**src/rtl/vga_timing_gen_if.sv**
```systemverilog
// Video timing bundle: raster counters, decoded sync/blank strobes and frame
// bookkeeping. The timing generator drives it; display pipelines consume it.
interface vga_timing_gen_if;
  logic [9:0] X_pix;
  logic [9:0] Y_pix;
  logic       hsync;
  logic       vsync;
  logic       video_on;
  logic       frame_start;
  logic [7:0] frame_count;

  modport master (
    output X_pix, Y_pix, hsync, vsync, video_on, frame_start, frame_count
  );

  modport slave (
    input X_pix, Y_pix, hsync, vsync, video_on, frame_start, frame_count
  );
endinterface

```
**src/rtl/vga_timing_gen.sv**
```systemverilog
// Raster timing generator: free-running pixel/line counters with decoded
// hsync/vsync/video_on, optionally delayed so they line up with a pixel
// pipeline that registers X_pix/Y_pix before producing colour.
// The four horizontal and four vertical values must each sum to at most 1023.
module vga_timing_gen #(
  parameter int H_VISIBLE = 640,
  parameter int H_FRONT   = 16,
  parameter int H_SYNC    = 96,
  parameter int H_BACK    = 48,
  parameter int V_VISIBLE = 480,
  parameter int V_FRONT   = 10,
  parameter int V_SYNC    = 2,
  parameter int V_BACK    = 33,
  parameter int SYNC_POL  = 0,
  parameter int PIPE_DLY  = 1
) (
  input  logic             pixel_clk,
  input  logic             rst,
  vga_timing_gen_if.master vga
);

  localparam logic [9:0] H_TOTAL      = 10'(H_VISIBLE + H_FRONT + H_SYNC + H_BACK);
  localparam logic [9:0] H_VIS        = 10'(H_VISIBLE);
  localparam logic [9:0] H_SYNC_START = 10'(H_VISIBLE + H_FRONT);
  localparam logic [9:0] H_SYNC_END   = 10'(H_VISIBLE + H_FRONT + H_SYNC);
  localparam logic [9:0] V_TOTAL      = 10'(V_VISIBLE + V_FRONT + V_SYNC + V_BACK);
  localparam logic [9:0] V_VIS        = 10'(V_VISIBLE);
  localparam logic [9:0] V_SYNC_START = 10'(V_VISIBLE + V_FRONT);
  localparam logic [9:0] V_SYNC_END   = 10'(V_VISIBLE + V_FRONT + V_SYNC);

  // Level that means "sync asserted" on the hsync/vsync pins.
  localparam logic SYNC_ACT = (SYNC_POL != 0);
  // {hsync, vsync, video_on} when nothing is being signalled.
  localparam logic [2:0] IDLE_VEC = {~SYNC_ACT, ~SYNC_ACT, 1'b0};

  logic [9:0] x_reg, x_next;
  logic [9:0] y_reg, y_next;
  logic [7:0] frame_count_reg, frame_count_next;
  logic       x_last, y_last;
  logic [2:0] raw_vec;
  logic [2:0] out_vec;

  assign x_last = (x_reg == H_TOTAL - 10'd1);
  assign y_last = (y_reg == V_TOTAL - 10'd1);

  // Next raster position: X every clock, Y on X wrap, frame count on Y wrap.
  always_comb begin
    x_next           = x_reg + 10'd1;
    y_next           = y_reg;
    frame_count_next = frame_count_reg;
    if (x_last) begin
      x_next = '0;
      if (y_last) begin
        y_next           = '0;
        frame_count_next = frame_count_reg + 8'd1;
      end else begin
        y_next = y_reg + 10'd1;
      end
    end
  end

  // Counter state; reset clears the raster immediately, not at the next edge.
  always_ff @(posedge pixel_clk or posedge rst) begin
    if (rst) begin
      x_reg           <= '0;
      y_reg           <= '0;
      frame_count_reg <= '0;
    end else begin
      x_reg           <= x_next;
      y_reg           <= y_next;
      frame_count_reg <= frame_count_next;
    end
  end

  // Undelayed decode of the counters; forced idle during reset so the
  // zero-delay build does not show video_on at position (0,0) while held.
  always_comb begin
    raw_vec = IDLE_VEC;
    if (!rst) begin
      raw_vec[2] = (x_reg >= H_SYNC_START && x_reg < H_SYNC_END) ? SYNC_ACT : ~SYNC_ACT;
      raw_vec[1] = (y_reg >= V_SYNC_START && y_reg < V_SYNC_END) ? SYNC_ACT : ~SYNC_ACT;
      raw_vec[0] = (x_reg < H_VIS) && (y_reg < V_VIS);
    end
  end

  generate
    if (PIPE_DLY == 0) begin : g_nopipe
      assign out_vec = raw_vec;
    end else begin : g_pipe
      logic [2:0] stage_reg [PIPE_DLY];

      // Shift register matching the latency of a downstream pixel pipeline.
      always_ff @(posedge pixel_clk or posedge rst) begin
        if (rst) begin
          for (int i = 0; i < PIPE_DLY; i++) stage_reg[i] <= IDLE_VEC;
        end else begin
          stage_reg[0] <= raw_vec;
          for (int i = 1; i < PIPE_DLY; i++) stage_reg[i] <= stage_reg[i-1];
        end
      end

      assign out_vec = stage_reg[PIPE_DLY-1];
    end
  endgenerate

  assign vga.X_pix       = x_reg;
  assign vga.Y_pix       = y_reg;
  assign vga.frame_count = frame_count_reg;
  assign vga.hsync       = out_vec[2];
  assign vga.vsync       = out_vec[1];
  assign vga.video_on    = out_vec[0];
  // Marks the origin pixel itself, so it is never delayed with the strobes.
  assign vga.frame_start = !rst && (x_reg == 10'd0) && (y_reg == 10'd0);

endmodule

```
**src/flat_wrapper.sv**
```systemverilog
// flat-port wrapper written by rule: the top's interface ports become plain ports
module vga_timing_gen_flat 
#(
  parameter int H_VISIBLE = 640,
  parameter int H_FRONT   = 16,
  parameter int H_SYNC    = 96,
  parameter int H_BACK    = 48,
  parameter int V_VISIBLE = 480,
  parameter int V_FRONT   = 10,
  parameter int V_SYNC    = 2,
  parameter int V_BACK    = 33,
  parameter int SYNC_POL  = 0,
  parameter int PIPE_DLY  = 1
)
  (pixel_clk, rst, vga_X_pix, vga_Y_pix, vga_hsync, vga_vsync, vga_video_on, vga_frame_start, vga_frame_count);
  vga_timing_gen_if vga_i ();
  input  logic pixel_clk;
  input  logic rst;
  output wire logic [$bits(vga_i.X_pix)-1:0] vga_X_pix;
  output wire logic [$bits(vga_i.Y_pix)-1:0] vga_Y_pix;
  output wire logic [$bits(vga_i.hsync)-1:0] vga_hsync;
  output wire logic [$bits(vga_i.vsync)-1:0] vga_vsync;
  output wire logic [$bits(vga_i.video_on)-1:0] vga_video_on;
  output wire logic [$bits(vga_i.frame_start)-1:0] vga_frame_start;
  output wire logic [$bits(vga_i.frame_count)-1:0] vga_frame_count;
  assign vga_X_pix = vga_i.X_pix;
  assign vga_Y_pix = vga_i.Y_pix;
  assign vga_hsync = vga_i.hsync;
  assign vga_vsync = vga_i.vsync;
  assign vga_video_on = vga_i.video_on;
  assign vga_frame_start = vga_i.frame_start;
  assign vga_frame_count = vga_i.frame_count;
  vga_timing_gen #(.H_VISIBLE(H_VISIBLE), .H_FRONT(H_FRONT), .H_SYNC(H_SYNC), .H_BACK(H_BACK), .V_VISIBLE(V_VISIBLE), .V_FRONT(V_FRONT), .V_SYNC(V_SYNC), .V_BACK(V_BACK), .SYNC_POL(SYNC_POL), .PIPE_DLY(PIPE_DLY)) u_core (.pixel_clk(pixel_clk), .rst(rst), .vga(vga_i));
endmodule
```
**config.mk**
```make
export PLATFORM = sky130hd
export DESIGN_NAME = vga_timing_gen_flat
export DESIGN_NICKNAME = d
export VERILOG_FILES = /design/src/rtl/vga_timing_gen_if.sv /design/src/rtl/vga_timing_gen.sv /design/src/flat_wrapper.sv
export SDC_FILE = /design/constraint.sdc
export NUM_CORES = 1
export LEC_CHECK = 0
export ABC_AREA = 1
export CAP_MARGIN = 20
export CORE_ASPECT_RATIO = 0.6
export CORE_MARGIN = 4
export CORE_UTILIZATION = 45
export CTS_CLUSTER_SIZE = 12
export DETAILED_ROUTE_END_ITERATION = 7
export GPL_ROUTABILITY_DRIVEN = 0
export HOLD_SLACK_MARGIN = 0.05
export PLACE_DENSITY_LB_ADDON = 0.12
export SLEW_MARGIN = 20
export SYNTH_ARGS = -nofsm -noshare
export SYNTH_HDL_FRONTEND = slang
export SYNTH_SLANG_ARGS = --single-unit
export TNS_END_PERCENT = 10
```
**constraint.sdc**
```tcl
create_clock -name pixel_clk -period 2.6 [get_ports pixel_clk]
set_input_delay 0.52 -clock pixel_clk [delete_from_list [all_inputs] [get_ports pixel_clk]]
set_output_delay 0.52 -clock pixel_clk [all_outputs]
set_load 0.01 [all_outputs]
```
==> results.cfg <==
[sta]
timing.final.crit_share_pct = 94.9
fmax_mhz = 405
slew_headroom_pct = 67.1
fin_worst_skew_ns = 0.00665
setup_violations = 0
fin_ws_ns = 0.132
hold_ws_ns = 0.546
worst_pin_slew_ns = 0.493
finalMaxSlewViolations = 0
hold_viol_final = 0
layout_min_cycle_time_ns = 2.47

[synthesis]
syn_inst = 236
ys_ff_latch = 31
ys_warn_count = 0
avgSynthCellArea_sq_um = 7.85
synthDistinctLibCells = 25
syn-cell-area_sq_mm = 0.00185
synth-seq-area-share_pct = 42.0
syn_nets = 243

[detailed_routing]
vias_per_cell = 4.78
ant_nets = 0
vias = 1552
drc = 0
drt_wl_total_mm = 4.22
drtPass1Iterations = 4
drt_iter0_markers = 121
wire_per_inst_um = 13.0

[worst_setup_path]
rrSetupSlack_ns = 0.87
start_kind = register
cp-end-kind = output pin
critPathMaxFanout = 4
critical_path_required_ns = 2.08
worstSetupPathType = reg2out
arrival_ns = 1.95

[floorplan]
ioPinCount = 34
dieArea_sq_mm = 0.00524
fp.dieH_um = 57.7
core_area_sq_mm = 0.00381
start_util_pct = 48.6
rows = 17
die_width_um = 90.8

[clocking]
clockBufferDepth = 2
cts_tree = done
numCtsBuffers = 5
clock_latency_ns = 0.29
cts.sinks = 31
h-tree-depth = 2
postCtsHoldBufs = 0
clkTransAtPathRegs_ns = 0.06
cts_setup_buffers = 0
clockRootBuffer = clkbuf_8

[job]
drv_cap = 0

[min_path]
hp-class = reg2reg

[grt]
grt_use_total_pct = 17.4
grt_pass1_vias = 1437
grt_pass1_wl_mm = 7.17
grt_antenna_before_repair = 0
grt_start_max_net_pins = 16
gr-total-overflow = 0

[pwr]
peakVddDrop_mv = 0.292
seqPwrFrac_pct = 52.6
combinationalPowerShare_pct = 1.9
switchingPower_w = 0.000189
internal_power_w = 0.000730
p_per_area_mw_per_mm2 = 392
swShare_pct = 20.6
clkPwrFrac_pct = 45.5
cellLeakagePower_nw = 1.18

[placed_design]
dp_hpwl_mm = 3.27
port-buffer-count = 33
dpl_cell_area_sq_mm = 0.00224
preCtsSetupSlack_ns = 0.257

[cells_and_area]
drive_gt1_share_pct = 11.2
final_common_cell = nand2_1
final_nets = 284
final_cell_mix = 57 x nand2_1, 40 x inv_1, 33 x clkdlybuf4s50_1
postLayoutCoreUtil_pct = 61.6
antenna_cells = 0
stdcell_area_sq_mm = 0.00235
syn2layout_area_growth_pct = 26.7

[outcome]
status = finished, final reports clean
[cell type report]
type | instances | area (sq um)
clock buffer | 8 | 100
timing repair buffer | 37 | 360
tap | 47 | 58.8
multi-input combinational | 162 | 898
fill | 337 | 1460
inverter | 40 | 150
sequential | 31 | 778
[final timing paths]
kind                            depth (start not counted)                             from                                    end
worst max register to register                          6    u_core.vga.X_pix[1]$_DFF_PP0_  u_core.vga.frame_count[6]$_DFFE_PP0P_
worst min-delay path                                    1  u_core.vga.Y_pix[7]$_DFFE_PP0N_        u_core.vga.Y_pix[7]$_DFFE_PP0N_
worst max-delay path                                    7  u_core.vga.Y_pix[1]$_DFFE_PP0N_                        vga_frame_start
max in group asynchronous                               3                              rst   u_core.g_pipe.stage_reg[2]$_DFF_PP1_
worst min register to register                          1  u_core.vga.Y_pix[7]$_DFFE_PP0N_        u_core.vga.Y_pix[7]$_DFFE_PP0N_
min in group asynchronous                               2                              rst        u_core.vga.Y_pix[4]$_DFFE_PP0N_
[kinds of logic (layout without fill, tap and decap cells)]
kind of cell / Yosys count / after routing / synth area share (%)
and+or+nand+nor: 131 / 131 / 34.3
AOI/OAI and AO/OA: 15 / 15 / 5.20
buffers and inverters: 43 / 85 / 9.93
DFF: 31 / 31 / 42.0
adders and majority gates: 5 / 5 / 3.38
xor gates and xnor gates: 11 / 11 / 5.20
[cell usage after synthesis]
cell type / count / area, sq um
nand4_1: 7 / 43.8
a21boi_0: 1 / 7.51
ha_1: 5 / 62.6
a21oi_1: 3 / 15.0
nor4b_1: 1 / 8.76
nor3_1: 4 / 20.0
buf_6: 3 / 33.8
nand2_1: 57 / 214
nor2_4: 7 / 78.8
dfstp_2: 2 / 52.6
nand2_4: 1 / 11.3
nor3b_1: 1 / 7.51
nor2_1: 32 / 120
o21ai_0: 6 / 30.0
nand3_2: 1 / 10.0
o2111ai_1: 1 / 8.76
nand3b_1: 2 / 15.0
inv_1: 40 / 150
nand2_2: 2 / 12.5
nand3_1: 15 / 75.1
dfrtp_1: 29 / 726
xor2_1: 10 / 87.6
o21ai_2: 4 / 35.0
xnor2_1: 1 / 8.76
nand3_4: 1 / 17.5
[power by group through the flow]
stage | combinational, W | clock [W] | sequential (W)
global route | 0.0000203 | 0.000451 | 0.000483
detailed placement | 0.0000182 | 0 | 0.000492
floorplan | 0.00000859 | 0 | 0.000493
finish | 0.0000176 | 0.000418 | 0.000483
CTS | 0.0000184 | 0.000431 | 0.000483
global placement | 0.0000181 | 0 | 0.000492
[layer usage]
layer	part of all wire, %	vias to the layer above	track usage, %
met2	37	34	21.9
li1	-	819	-
met5	0	-	0
met3	5.7	5	5.71
met4	0.92	0	4.51
met1	56	694	27.6
[worst max-delay path, stage by stage (launching register included)]
cell and delay, ns:
dfrtp_1 0.41, inv_1 0.10, ha_1 0.15, inv_1 0.09
nor2_2 0.15, nand4_1 0.11, nor2_1 0.12, clkdlybuf4s50_1 0.54
[repair_timing]
action                                  4_1_cts  5_1_grt
endpoints found under the hold margin         0        0
endpoints found under the setup margin        0        1
resized for setup                             0        2
[stage by stage]
stage | std cells | total power [W] | setup TNS [ns]
after CTS | 325 | 0.000932 | 0
after detailed placement | 317 | 0.000510 | 0
after global routing | 325 | 0.000955 | -0.0309
after global placement | 317 | 0.000510 | 0
final | 325 | 0.000919 | 0
after floorplan | 236 | 0.000501 | 0
Power figures use the tool's default switching activity.
